## config.mk

```make
export PLATFORM = sky130hd
export DESIGN_NAME = multi_alarm_clock
export DESIGN_NICKNAME = d
export VERILOG_FILES = /design/src/rtl/multi_alarm_clock.sv
export SDC_FILE = /design/constraint.sdc
export NUM_CORES = 1
export LEC_CHECK = 0
export ABC_AREA = 1
export CORE_ASPECT_RATIO = 0.7
export CORE_MARGIN = 1
export CORE_UTILIZATION = 40
export DETAILED_ROUTE_END_ITERATION = 12
export SLEW_MARGIN = 20
export SYNTH_ARGS = -nofsm -noshare
export SYNTH_HDL_FRONTEND = slang
export SYNTH_SLANG_ARGS = --single-unit
```

## constraint.sdc

```tcl
create_clock -name clk -period 2.1 [get_ports clk]
set_clock_uncertainty 0.05 [all_clocks]
set_input_delay 0.63 -clock clk [delete_from_list [all_inputs] [get_ports clk]]
set_output_delay 0.63 -clock clk [all_outputs]
set_load 0.005 [all_outputs]
```

## src/rtl/multi_alarm_clock.sv

```systemverilog
// Purpose: BCD 24h time-of-day clock with NUM_ALARMS alarm slots and a ring/snooze/ack FSM.
// Latency: time/sec_pulse update on the tick edge; ringing starts one cycle after hh:mm:00; set_err is 1 cycle late.
// Backpressure: none; strobes and ack/snooze are sampled every edge and never stalled.
module multi_alarm_clock #(
  parameter int TICKS_PER_SEC  = 50000000,
  parameter int NUM_ALARMS     = 4,
  parameter int SNOOZE_MIN     = 9,
  parameter int RING_TIMEOUT_S = 60,
  parameter int ID_W           = (NUM_ALARMS > 1) ? $clog2(NUM_ALARMS) : 1
) (
  input  logic            clk,
  input  logic            rst,
  input  logic            set_time,
  input  logic [7:0]      set_hh,
  input  logic [7:0]      set_mm,
  input  logic [7:0]      set_ss,
  input  logic            set_alarm,
  input  logic [ID_W-1:0] alarm_sel,
  input  logic [7:0]      alarm_hh,
  input  logic [7:0]      alarm_mm,
  input  logic            alarm_en_in,
  input  logic            master_en,
  input  logic            ack,
  input  logic            snooze,
  output logic [7:0]      hours,
  output logic [7:0]      minutes,
  output logic [7:0]      seconds,
  output logic            sec_pulse,
  output logic            alarm_ringing,
  output logic            alarm_snoozed,
  output logic [ID_W-1:0] ring_id,
  output logic            set_err
);

  localparam int PW           = $clog2(TICKS_PER_SEC);
  localparam int RW           = (RING_TIMEOUT_S > 1) ? $clog2(RING_TIMEOUT_S) : 1;
  localparam int SNOOZE_TICKS = SNOOZE_MIN * 60;
  localparam int SW           = $clog2(SNOOZE_TICKS + 1);

  localparam logic [PW-1:0]   PRESC_LAST = PW'(TICKS_PER_SEC - 1);
  localparam logic [RW-1:0]   RING_LAST  = RW'(RING_TIMEOUT_S - 1);
  localparam logic [SW-1:0]   SNZ_LOAD   = SW'(SNOOZE_TICKS);
  localparam logic [ID_W:0]   SLOT_CNT   = (ID_W + 1)'(NUM_ALARMS);

  typedef enum logic [1:0] {
    S_IDLE,
    S_RINGING,
    S_SNOOZED
  } state_t;

  // Both BCD digits legal and the whole value within lim (BCD compares like binary here).
  function automatic logic f_bcd_ok(input logic [7:0] v, input logic [7:0] lim);
    return (v[7:4] <= 4'd9) && (v[3:0] <= 4'd9) && (v <= lim);
  endfunction

  // Per-digit BCD increment that wraps to 00 once lim is reached.
  function automatic logic [7:0] f_bcd_inc(input logic [7:0] v, input logic [7:0] lim);
    if (v == lim)
      return 8'h00;
    if (v[3:0] == 4'd9)
      return {v[7:4] + 4'd1, 4'd0};
    return {v[7:4], v[3:0] + 4'd1};
  endfunction

  logic [PW-1:0]   r_presc;
  logic [7:0]      r_hh, r_mm, r_ss;
  logic            r_sec_pulse;
  logic            r_set_err;
  logic [7:0]      r_al_hh [NUM_ALARMS];
  logic [7:0]      r_al_mm [NUM_ALARMS];
  logic [NUM_ALARMS-1:0] r_al_en;
  state_t          r_state;
  logic [RW-1:0]   r_ring_cnt;
  logic [SW-1:0]   r_snz_cnt;
  logic [ID_W-1:0] r_ring_id;

  logic            w_time_acc;
  logic            w_alarm_acc;
  logic            w_tick;
  logic [7:0]      w_hh_nxt, w_mm_nxt, w_ss_nxt;
  logic [NUM_ALARMS-1:0] w_match;
  logic [ID_W-1:0] w_first;
  logic            w_dis_ring;
  state_t          w_state_nxt;
  logic [RW-1:0]   w_ring_cnt_nxt;
  logic [SW-1:0]   w_snz_cnt_nxt;
  logic [ID_W-1:0] w_ring_id_nxt;

  assign w_time_acc  = set_time && f_bcd_ok(set_hh, 8'h23) && f_bcd_ok(set_mm, 8'h59) &&
                       f_bcd_ok(set_ss, 8'h59);
  assign w_alarm_acc = set_alarm && ({1'b0, alarm_sel} < SLOT_CNT) &&
                       f_bcd_ok(alarm_hh, 8'h23) && f_bcd_ok(alarm_mm, 8'h59);
  // A successful set_time swallows a coincident terminal count.
  assign w_tick      = (r_presc == PRESC_LAST) && !w_time_acc;
  assign w_dis_ring  = w_alarm_acc && !alarm_en_in && (alarm_sel == r_ring_id);

  // Next time-of-day value with seconds->minutes->hours carry chain.
  always_comb begin
    w_ss_nxt = f_bcd_inc(r_ss, 8'h59);
    w_mm_nxt = r_mm;
    w_hh_nxt = r_hh;
    if (r_ss == 8'h59) begin
      w_mm_nxt = f_bcd_inc(r_mm, 8'h59);
      if (r_mm == 8'h59)
        w_hh_nxt = f_bcd_inc(r_hh, 8'h23);
    end
  end

  // Prescaler, time registers, tick pulse and set error flag.
  always_ff @(posedge clk or negedge rst) begin
    if (!rst) begin
      r_presc     <= '0;
      r_hh        <= 8'h00;
      r_mm        <= 8'h00;
      r_ss        <= 8'h00;
      r_sec_pulse <= 1'b0;
      r_set_err   <= 1'b0;
    end else begin
      r_set_err   <= (set_time && !w_time_acc) || (set_alarm && !w_alarm_acc);
      r_sec_pulse <= w_tick;
      if (w_time_acc) begin
        r_presc <= '0;
        r_hh    <= set_hh;
        r_mm    <= set_mm;
        r_ss    <= set_ss;
      end else if (w_tick) begin
        r_presc <= '0;
        r_hh    <= w_hh_nxt;
        r_mm    <= w_mm_nxt;
        r_ss    <= w_ss_nxt;
      end else begin
        r_presc <= r_presc + PW'(1);
      end
    end
  end

  // Alarm slot storage, written only by accepted set_alarm requests.
  always_ff @(posedge clk or negedge rst) begin
    if (!rst) begin
      r_al_en <= '0;
      for (int i = 0; i < NUM_ALARMS; i++) begin
        r_al_hh[i] <= 8'h00;
        r_al_mm[i] <= 8'h00;
      end
    end else begin
      for (int i = 0; i < NUM_ALARMS; i++) begin
        if (w_alarm_acc && (alarm_sel == ID_W'(i))) begin
          r_al_hh[i] <= alarm_hh;
          r_al_mm[i] <= alarm_mm;
          r_al_en[i] <= alarm_en_in;
        end
      end
    end
  end

  // Slot match on the registered tick at hh:mm:00, and lowest matching slot index.
  always_comb begin
    w_match = '0;
    w_first = '0;
    for (int i = 0; i < NUM_ALARMS; i++)
      w_match[i] = r_al_en[i] && master_en && r_sec_pulse && (r_ss == 8'h00) &&
                   (r_hh == r_al_hh[i]) && (r_mm == r_al_mm[i]);
    for (int i = NUM_ALARMS - 1; i >= 0; i--)
      if (w_match[i])
        w_first = ID_W'(i);
  end

  // FSM state, ring/snooze timers and latched ring slot.
  always_ff @(posedge clk or negedge rst) begin
    if (!rst) begin
      r_state    <= S_IDLE;
      r_ring_cnt <= '0;
      r_snz_cnt  <= '0;
      r_ring_id  <= '0;
    end else begin
      r_state    <= w_state_nxt;
      r_ring_cnt <= w_ring_cnt_nxt;
      r_snz_cnt  <= w_snz_cnt_nxt;
      r_ring_id  <= w_ring_id_nxt;
    end
  end

  // FSM next state: ack beats snooze beats timer expiry; master disable or slot disable beats all.
  always_comb begin
    w_state_nxt    = r_state;
    w_ring_cnt_nxt = r_ring_cnt;
    w_snz_cnt_nxt  = r_snz_cnt;
    w_ring_id_nxt  = r_ring_id;
    case (r_state)
      S_IDLE: begin
        if (|w_match) begin
          w_state_nxt    = S_RINGING;
          w_ring_id_nxt  = w_first;
          w_ring_cnt_nxt = '0;
        end
      end
      S_RINGING: begin
        if (ack) begin
          w_state_nxt = S_IDLE;
        end else if (snooze) begin
          w_state_nxt   = S_SNOOZED;
          w_snz_cnt_nxt = SNZ_LOAD;
        end else if (w_tick) begin
          if (r_ring_cnt == RING_LAST)
            w_state_nxt = S_IDLE;
          else
            w_ring_cnt_nxt = r_ring_cnt + RW'(1);
        end
      end
      S_SNOOZED: begin
        if (ack) begin
          w_state_nxt = S_IDLE;
        end else if (r_snz_cnt == '0) begin
          w_state_nxt    = S_RINGING;
          w_ring_cnt_nxt = '0;
        end else if (w_tick) begin
          w_snz_cnt_nxt = r_snz_cnt - SW'(1);
        end
      end
      default: w_state_nxt = S_IDLE;
    endcase
    if (!master_en || ((r_state != S_IDLE) && w_dis_ring))
      w_state_nxt = S_IDLE;
  end

  assign hours         = r_hh;
  assign minutes       = r_mm;
  assign seconds       = r_ss;
  assign sec_pulse     = r_sec_pulse;
  assign set_err       = r_set_err;
  assign ring_id       = r_ring_id;
  assign alarm_ringing = (r_state == S_RINGING);
  assign alarm_snoozed = (r_state == S_SNOOZED);

endmodule

```

==> results of run 1 <==
[through the flow]
| stage | instance area, sq um | hold WS [ns] | util [%] |
|---|---|---|---|
| 6_report | 11500 | 0.0697 | 58.5 |
| 3_5_place_dp | 10000 | 0.404 | 50.8 |
| 3_3_place_gp | 10000 | 0.402 | 50.8 |
| 4_1_cts | 11100 | 0.0770 | 56.3 |
| 5_1_grt | 11500 | 0.0881 | 58.5 |
| 2_1_floorplan | 8050 | 0.284 | - |
[worst max-delay path, stage by stage (launching register included)]
cell and delay (ns):
dfrtp_1 0.38, buf_4 0.14, inv_1 0.04, nor2_2 0.13, dlygate4sd2_1 0.26
[what timing repair did]
| action | CTS | global route |
|---|---|---|
| setup buffers | 42 | 16 |
| gates cloned | 3 | 1 |
| gates resized for setup | 69 | 95 |
| endpoints found under the setup margin | 130 | 119 |
| pin swaps | 17 | 24 |
[worst paths after layout]
check	to	slack, ns	depth (start not counted)	start
max in group asynchronous	minutes[7]$_DFFE_PN0P_	1.30	2	rst
min reg2reg	r_al_en[0]$_DFFE_PN0P_	0.43	2	r_al_en[0]$_DFFE_PN0P_
max reg2reg	ring_id[0]$_DFFE_PN0P_	0.09	14	hours[4]$_DFFE_PN0P_
min	r_ring_cnt[4]$_DFFE_PN0P_	0.07	1	rst
max	alarm_ringing	0.05	4	r_state[0]$_DFFE_PN0P_
min in group clk	r_al_en[0]$_DFFE_PN0P_	0.43	2	r_al_en[0]$_DFFE_PN0P_
[power by group]
group          switching (mW)  internal [mW]  leakage [nW]
combinational           0.589          0.518          3.79
clock                    1.25           2.12         0.309
sequential              0.207           2.91          1.78
total                    2.04           5.55          5.87
[per-layer routing]
metal,vias up,track usage (%)
met4,0,6.58
met5,-,0
met1,3632,36.3
li1,3881,-
met3,26,6.71
met2,208,35.3
[cells in the mapped netlist (5+ instances only)]
| cell type | n |
|---|---|
| nand2_2 | 5 |
| buf_2 | 14 |
| o21ai_0 | 84 |
| clkbuf_1 | 11 |
| xnor2_1 | 32 |
| xor2_1 | 19 |
| o21ai_2 | 10 |
| nand3_1 | 44 |
| a21oi_1 | 31 |
| nor2_2 | 5 |
| inv_1 | 151 |
| nor2_1 | 99 |
| dfrtp_1 | 140 |
| nand2_1 | 318 |
| ha_1 | 17 |
| o21ai_1 | 10 |
| nor3_1 | 14 |
| nand4_1 | 15 |
[sequential cells by signal (all words and copies together) (netlist names), 6 cells and up]
| name | flops |
|---|---|
| seconds | 8 |
| r_al_hh | 32 |
| minutes | 8 |
| r_ring_cnt | 6 |
| r_presc | 26 |
| r_al_mm | 32 |
| r_snz_cnt | 10 |
| hours | 8 |
[kinds of logic after synthesis]
logic type / share of synthesized area [%]
and+or+nand+nor: 28.5
buffers and inverters: 9.15
adders and majority gates: 2.64
AOI/OAI and AO/OA: 10.5
DFF: 43.5
xor gates and xnor gates: 5.55
muxes: 0.140
[cell usage in the layout (no fill, tap or decap), types with 14 or more instances in the layout]
cell type and count:
dlygate4sd2_1 33, nand4_1 15, buf_6 18, a21oi_1 28, xnor2_1 32, nor2_1 84
o21ai_1 14, o21ai_0 79, dfrtp_1 134, dlymetal6s2s_1 15, inv_1 136, clkbuf_16 18
inv_2 17, clkdlybuf4s50_1 30, buf_4 152, xor2_1 19, nand3_1 37, nand2_1 305
nor2_2 18
[area by class of cell]
| class | instances | area [sq um] |
|---|---|---|
| Timing Repair Buffer | 260 | 2380 |
| Clock inverter | 13 | 214 |
| Tap cell | 270 | 338 |
| Clock buffer | 19 | 433 |
| Multi-Input combinational cell | 751 | 4090 |
| Sequential cell | 140 | 3510 |
| Fill cell | 1775 | 8200 |
| Inverter | 155 | 587 |
==> flow_summary.json, run 1 <==
{
  "final_antenna_net_count": 0,
  "synth_seq_cells": 140,
  "syn2layout_area_growth_pct": 43.4,
  "synthArstFlopShare_pct": 100,
  "tightestPinTransition_ns": 0.439,
  "fmax_mhz": 487,
  "place_ws_ns": -0.586,
  "routed_wl_um": 24700,
  "fin_crit_sh_pct": 97.7,
  "die_y_um": 121,
  "synth.net_count": 1143,
  "wl_met1_um": 12200,
  "maxCapViolCount": 0,
  "irDropWorstVdd_mv": 0.463,
  "route.vias.total": 7747,
  "ys_types": 46,
  "grt-ovfl-total": 0,
  "synthTopCellsByArea": "dfrtp_1 44%, nand2_1 15%, inv_1 7.0%, o21ai_0 5.2%, nor2_1 4.6%",
  "crit_arrival_ns": 1.37,
  "hp-class": "input pin to asynchronous set/reset pin",
  "dr.max_layer_used": "met4",
  "portBuffers": 79,
  "synth-seq-area-share_pct": 43.5,
  "clock-root-buffer": "clkbuf_16",
  "cp.required_ns": 1.42,
  "tns_ns": 0,
  "cts_buffers": 17,
  "relSlewSlack_pct": 70.8,
  "numClockSinks": 140,
  "synth.avg_cell_area_sq_um": 7.48,
  "start_util_pct": 40.8,
  "synth_area_leader_cell": "dfrtp_1",
  "netlist.area_leader.share_pct": 43.5,
  "synth_area_sq_um": 8050,
  "dp_hpwl_um": 17600,
  "cts_max_level": 4,
  "met2WireLength_um": 10600,
  "setup.worst_path.start_class": "register",
  "finalPower_mw": 7.60,
  "dieArea_sq_um": 20700,
  "die_x_um": 172,
  "vias_per_cell": 4.82,
  "pin_count": 80,
  "synthCells": 1076,
  "powerDensity_nw_per_um2": 658,
  "p_leak_nw": 5.87,
  "gp_congestion": 0.918,
  "crit_path_end_kind": "primary output",
  "dp_cells": 1516,
  "fin_cells": 1608,
  "setup_viol": 0,
  "first_global_vias": 7272,
  "synth_warnings": 0,
  "worstSetupPathType": "register to primary output",
  "wl_per_cell_um": 15.4,
  "drive_above_1_share_pct": 24.4,
  "grt_pass1_wl_um": 38800,
  "synthFlopType": "dfrtp_1",
  "synth-edff-count": 0,
  "grt_max_degree": 49,
  "drt_first_pass_iters": 5,
  "rows": 43,
  "clk_latency_ns": 0.43,
  "core_sq_um": 19700,
  "wl_met3_um": 1580,
  "postCtsHoldBufs": 0,
  "slew_viol_final": 0,
  "cts_tree": "yes",
  "crit_fanout": 3,
  "layout.nets": 1392,
  "fin_crit_ns": 2.05,
  "finalHoldViolCount": 0,
  "outcome": "finished clean",
  "route.detailed.drc": 0,
  "setup_ws_ns": 0.0473,
  "clockBufferDepth": 2,
  "path_clk_slew_ns": 0.06,
  "drt_iter0_markers": 571,
  "antenna_found_initial": 0,
  "diodes": 0,
  "grt_usage_pct": 24.7
}
Power figures use the tool's default switching activity.
==> run 2, diff against run 1 <==
Settings changed: ABC_CLOCK_PERIOD_IN_PS set to 2100, PLACE_DENSITY set to 0.58, SLEW_MARGIN 20 to not set.
==> flow_summary.json, run 2 (same netlist as run 1, synthesis figures left out) <==
{
  "hp-class": "input pin to asynchronous set/reset pin",
  "outcome": "finished clean",
  "crit_fanout": 3,
  "crit_chain": "clkdlybuf4s50_1",
  "first_global_vias": 7096,
  "grt_usage_pct": 25.0,
  "fmax_mhz": 482,
  "route.vias.total": 7658,
  "drt_first_pass_iters": 5,
  "tightestPinTransition_ns": 0.398,
  "critPathSlowestCell": "clkdlybuf4s50_1",
  "wl_per_cell_um": 15.4,
  "top_regs": "r_al_hh x32, r_al_mm x32, r_presc x26",
  "relSlewSlack_pct": 73.4,
  "crit_path_end_kind": "primary output",
  "portBuffers": 79,
  "r2r_cells": 11,
  "fin_cells": 1584,
  "vias_per_cell": 4.83,
  "start_util_pct": 40.8,
  "worst-r2r-setup-slack_ns": 0.09,
  "maxCapViolCount": 0,
  "clock-root-buffer": "clkbuf_16",
  "cp.required_ns": 1.42,
  "cpPeakStageDelay_ns": 0.53,
  "cp_num_buf_inv": 1,
  "core_sq_um": 19700,
  "syn2layout_area_growth_pct": 40.8,
  "final_antenna_net_count": 0,
  "rows": 43,
  "p_leak_nw": 5.75,
  "die_x_um": 172,
  "dp_cells": 1505,
  "grt-ovfl-total": 0,
  "final_cell_area_sq_um": 11300,
  "r2r_end": "hours[6]$_DFFE_PN0P_",
  "path_clk_slew_ns": 0.06,
  "pin_count": 80,
  "grt_max_degree": 48,
  "gp_congestion": 0.896,
  "cts_buffers": 17,
  "most-common-layout-cells": "306 x nand2_1, 141 x inv_1, 133 x buf_4",
  "drt_iter0_markers": 619,
  "setup_viol": 0,
  "grt_pass1_wl_um": 38700,
  "cts_max_level": 4,
  "cts_tree": "yes",
  "fin_crit_ns": 2.07,
  "cpLargestDelayFamily": "buffers and inverters",
  "setup.worst_path.start_class": "register",
  "irDropWorstVdd_mv": 0.516,
  "antenna_found_initial": 0,
  "crit_arrival_ns": 1.39,
  "clk_latency_ns": 0.45,
  "rr_startpoint": "r_presc[13]$_DFF_PN0_",
  "die_y_um": 121,
  "finalHoldViolCount": 0,
  "clockBufferDepth": 2,
  "diodes": 0,
  "numClockSinks": 140,
  "powerDensity_nw_per_um2": 683,
  "dieArea_sq_um": 20700,
  "dp_hpwl_um": 17400,
  "fin_crit_sh_pct": 98.7,
  "layout.nets": 1368,
  "layout_commonest_cell": "nand2_1",
  "routed_wl_um": 24400,
  "fill_cells": 1835,
  "dpl_cell_area_sq_um": 9930,
  "slew_viol_final": 0,
  "worstSetupPathType": "register to primary output",
  "postCtsHoldBufs": 0,
  "finalPower_mw": 7.74,
  "drive_above_1_share_pct": 22.8,
  "route.detailed.drc": 0
}
[run 2: cell types whose count changed in the layout (fill, tap and decap cells not counted), sizes merged]
cell / delta
buf: -24
clkinvlp: +1
clkdlybuf4s50: +3
bufinv: +1
dlygate4sd2: -3
bufbuf: +1
clkdlybuf4s15: +3
inv: -2
dlymetal6s2s: -4
[run 2: what timing repair did]
item,4_1_cts,5_1_grt
endpoints found under the setup margin,130,72
gates resized for setup,79,73
cloned,3,0
setup buffers,36,10
pin swaps,25,40
[run 2: layout make-up]
cell class,instances,area [sq um],share of cell area [%]
multi-input combinational,751,4040,35.6
tap,270,338,2.98
inverter,155,593,5.23
timing repair buffer,236,2160,19.1
clock buffer,19,453,4.00
clock inverter,13,235,2.08
sequential,140,3520,31.0
[run 2: routing by layer]
metal	global-route usage, %	vias up	share of wire [%]	wire (um)
met4	7.25	0	1.1	273
li1	-	3844	-	-
met2	35.2	190	41	10000
met1	38.4	3600	52	12700
met3	4.62	24	5.6	1370
met5	0	-	0	0
[run 2: where the power goes]
group          leakage [nW]  switching (mW)  internal, mW  total [mW]
sequential             1.78           0.206          2.91        3.12
clock                 0.330            1.27          2.30        3.57
combinational          3.64           0.574         0.471        1.04
total                  5.75            2.05          5.68        7.74
[run 2: worst max path at each step]
stage,startpoint,endpoint,cells past startpoint
CTS,set_hh[6],r_snz_cnt[7]$_DFFE_PN0P_,14
floorplan,alarm_hh[7],r_al_hh[5]$_DFFE_PN0P_,9
global route,set_hh[4],hours[1]$_DFFE_PN0P_,15
detailed placement,set_alarm,r_al_hh[4]$_DFFE_PN0P_,11
global placement,set_alarm,r_al_mm[4]$_DFFE_PN0P_,12
finish,ring_id[0]$_DFFE_PN0P_,ring_id[0],1
[run 2: through the flow]
step	worst slack [ns]	util, %	hold slack, ns	TNS, ns
global route	-0.0152	57.4	0.0510	-0.0671
CTS	0.000273	56.0	0.0424	0
finish	0.0273	57.4	0.0250	0
detailed placement	-0.735	50.3	0.406	-74.02
global placement	-0.694	50.3	0.396	-71.21
floorplan	0.145	-	0.284	0
==> run 3, diff against run 2 <==
--- a/config.mk
+++ b/config.mk
@@ -9,5 +9,4 @@
 export ABC_CLOCK_PERIOD_IN_PS = 2100
 export CORE_ASPECT_RATIO = 0.7
-export CORE_MARGIN = 1
 export CORE_UTILIZATION = 40
 export DETAILED_ROUTE_END_ITERATION = 12
@@ -16,2 +15,3 @@
 export SYNTH_HDL_FRONTEND = slang
 export SYNTH_SLANG_ARGS = --single-unit
+export TNS_END_PERCENT = 10
==> constraint.sdc (replaced) <==
create_clock -name clk -period 2.1 [get_ports clk]
set_clock_uncertainty 0.05 [all_clocks]
set_input_delay 0.315 -clock clk [delete_from_list [all_inputs] [get_ports clk]]
set_output_delay 0.315 -clock clk [all_outputs]
set_load 0.005 [all_outputs]
==> flow_summary.json, run 3 (same netlist as run 1, synthesis figures left out) <==
{
  "outcome": "finished clean",
  "core_sq_um": 19700,
  "grt_pass1_wl_um": 36800,
  "cts_tree": "yes",
  "worstSetupPathType": "register to primary output",
  "fmax_mhz": 486,
  "multiInputGateArea_sq_um": 4000,
  "cp.required_ns": 1.74,
  "final_antenna_net_count": 0,
  "relSlewSlack_pct": 70.5,
  "slew_viol_final": 0,
  "dpl_cell_area_sq_um": 9920,
  "seq_area_sq_um": 3510,
  "first_global_vias": 6745,
  "most-common-layout-cells": "311 x nand2_1, 148 x inv_1, 135 x dfrtp_1",
  "grt-ovfl-total": 0,
  "fin_cells": 1544,
  "drive_above_1_share_pct": 17.8,
  "irDropWorstVdd_mv": 0.528,
  "tns_ns": 0,
  "finalHoldViolCount": 0,
  "timing.hold.ws_ns": 0.327,
  "cpPeakStageDelay_ns": 0.50,
  "clock-root-buffer": "clkbuf_16",
  "gp_congestion": 0.895,
  "p_leak_nw": 5.26,
  "cp_num_buf_inv": 3,
  "route.detailed.drc": 0,
  "cpLargestDelayFamily": "buffers and inverters",
  "crit_fanout": 4,
  "die_x_um": 172,
  "crit_path_end_kind": "primary output",
  "die_y_um": 121,
  "dp_cells": 1504,
  "dieArea_sq_um": 20700,
  "post-route-util_pct": 54.7,
  "grt_usage_pct": 23.7,
  "setup.worst_path.start_class": "register",
  "path_clk_slew_ns": 0.06,
  "powerDensity_nw_per_um2": 676,
  "hp-class": "input pin to asynchronous set/reset pin",
  "clk_latency_ns": 0.43,
  "maxCapViolCount": 0,
  "fin_crit_ns": 2.06,
  "vias_per_cell": 4.77,
  "layout_commonest_cell": "nand2_1",
  "drt_iter0_markers": 596,
  "critPathSlowestCell": "clkdlybuf4s50_1",
  "tightestPinTransition_ns": 0.442,
  "top_regs": "r_al_hh x32, r_al_mm x32, r_presc x26",
  "cts_buffers": 17,
  "clockBufferDepth": 2,
  "rows": 43,
  "dp_hpwl_um": 17700,
  "grt_max_degree": 46,
  "pin_count": 80,
  "finalPower_mw": 7.30,
  "diodes": 0,
  "drt_first_pass_iters": 5,
  "crit_arrival_ns": 1.69,
  "place_ws_ns": -0.359,
  "critPathMostFrequentCell": "buf_4",
  "layout.nets": 1328,
  "fin_crit_sh_pct": 97.9,
  "portBuffers": 79,
  "crit_chain": "buf_4 > buf_4 > clkdlybuf4s50_1",
  "setup_ws_ns": 0.0431,
  "cts_max_level": 4,
  "syn2layout_area_growth_pct": 34.1,
  "setup_viol": 0,
  "start_util_pct": 40.8,
  "numClockSinks": 140,
  "final_cell_area_sq_um": 10800,
  "antenna_found_initial": 0,
  "fill_cells": 1895,
  "routed_wl_um": 23400,
  "route.vias.total": 7365,
  "wl_per_cell_um": 15.2
}
## run 3: path summary, 6_finish.rpt
kind | from | to | slack, ns | depth (start not counted)
worst min register to register | r_al_mm[15]$_DFFE_PN0P_ | r_al_mm[15]$_DFFE_PN0P_ | 0.44 | 2
worst min-delay path | rst | r_presc[21]$_DFF_PN0_ | 0.33 | 2
worst max register to register | r_presc[0]$_DFF_PN0_ | hours[4]$_DFFE_PN0P_ | 0.10 | 12
worst max-delay path | minutes[7]$_DFFE_PN0P_ | minutes[7] | 0.04 | 3
max in group asynchronous | rst | minutes[3]$_DFFE_PN0P_ | 1.01 | 3
min in group clk | r_al_mm[15]$_DFFE_PN0P_ | r_al_mm[15]$_DFFE_PN0P_ | 0.44 | 2
## run 3: metal layers
layer	wire [um]	track usage (%)
met1	12400	37.2
met2	9340	32.2
met3	1450	5.04
met4	221	5.52
met5	0	0
## run 3: final cells by class
cell class | count | area share (%)
multi-input combinational | 751 | 37.1
sequential | 140 | 32.5
timing repair buffer | 196 | 16.3
inverter | 155 | 5.41
clock buffer | 18 | 4.07
tap | 270 | 3.13
clock inverter | 14 | 1.56
## run 3: worst reg2reg max path, delay by kind of cell, from the launching register on
family	cells	cell delay, ns
adders and majority gates	1	0.17
DFF	1	0.41
AOI/OAI and AO/OA	1	0.05
buffers and inverters	1	0.05
and+or+nand+nor	9	1.15
## run 3: power by group
group / total, mW / internal (mW) / switching, mW / leakage, nW
logic: 1.03 / 0.479 / 0.550 / 3.20
registers: 3.12 / 2.91 / 0.209 / 1.78
clock network: 3.15 / 1.90 / 1.25 / 0.285
total: 7.30 / 5.29 / 2.01 / 5.26
## run 3: timing repair
| action | 4_1_cts | 5_1_grt |
|---|---|---|
| endpoints found under the setup margin | 10 | 90 |
| resized for setup | 7 | 48 |
| pin swaps | 1 | 19 |
| setup buffers | 1 | 6 |
| hold endpoints to repair | 39 | 0 |
| hold buffers | 1 | 0 |
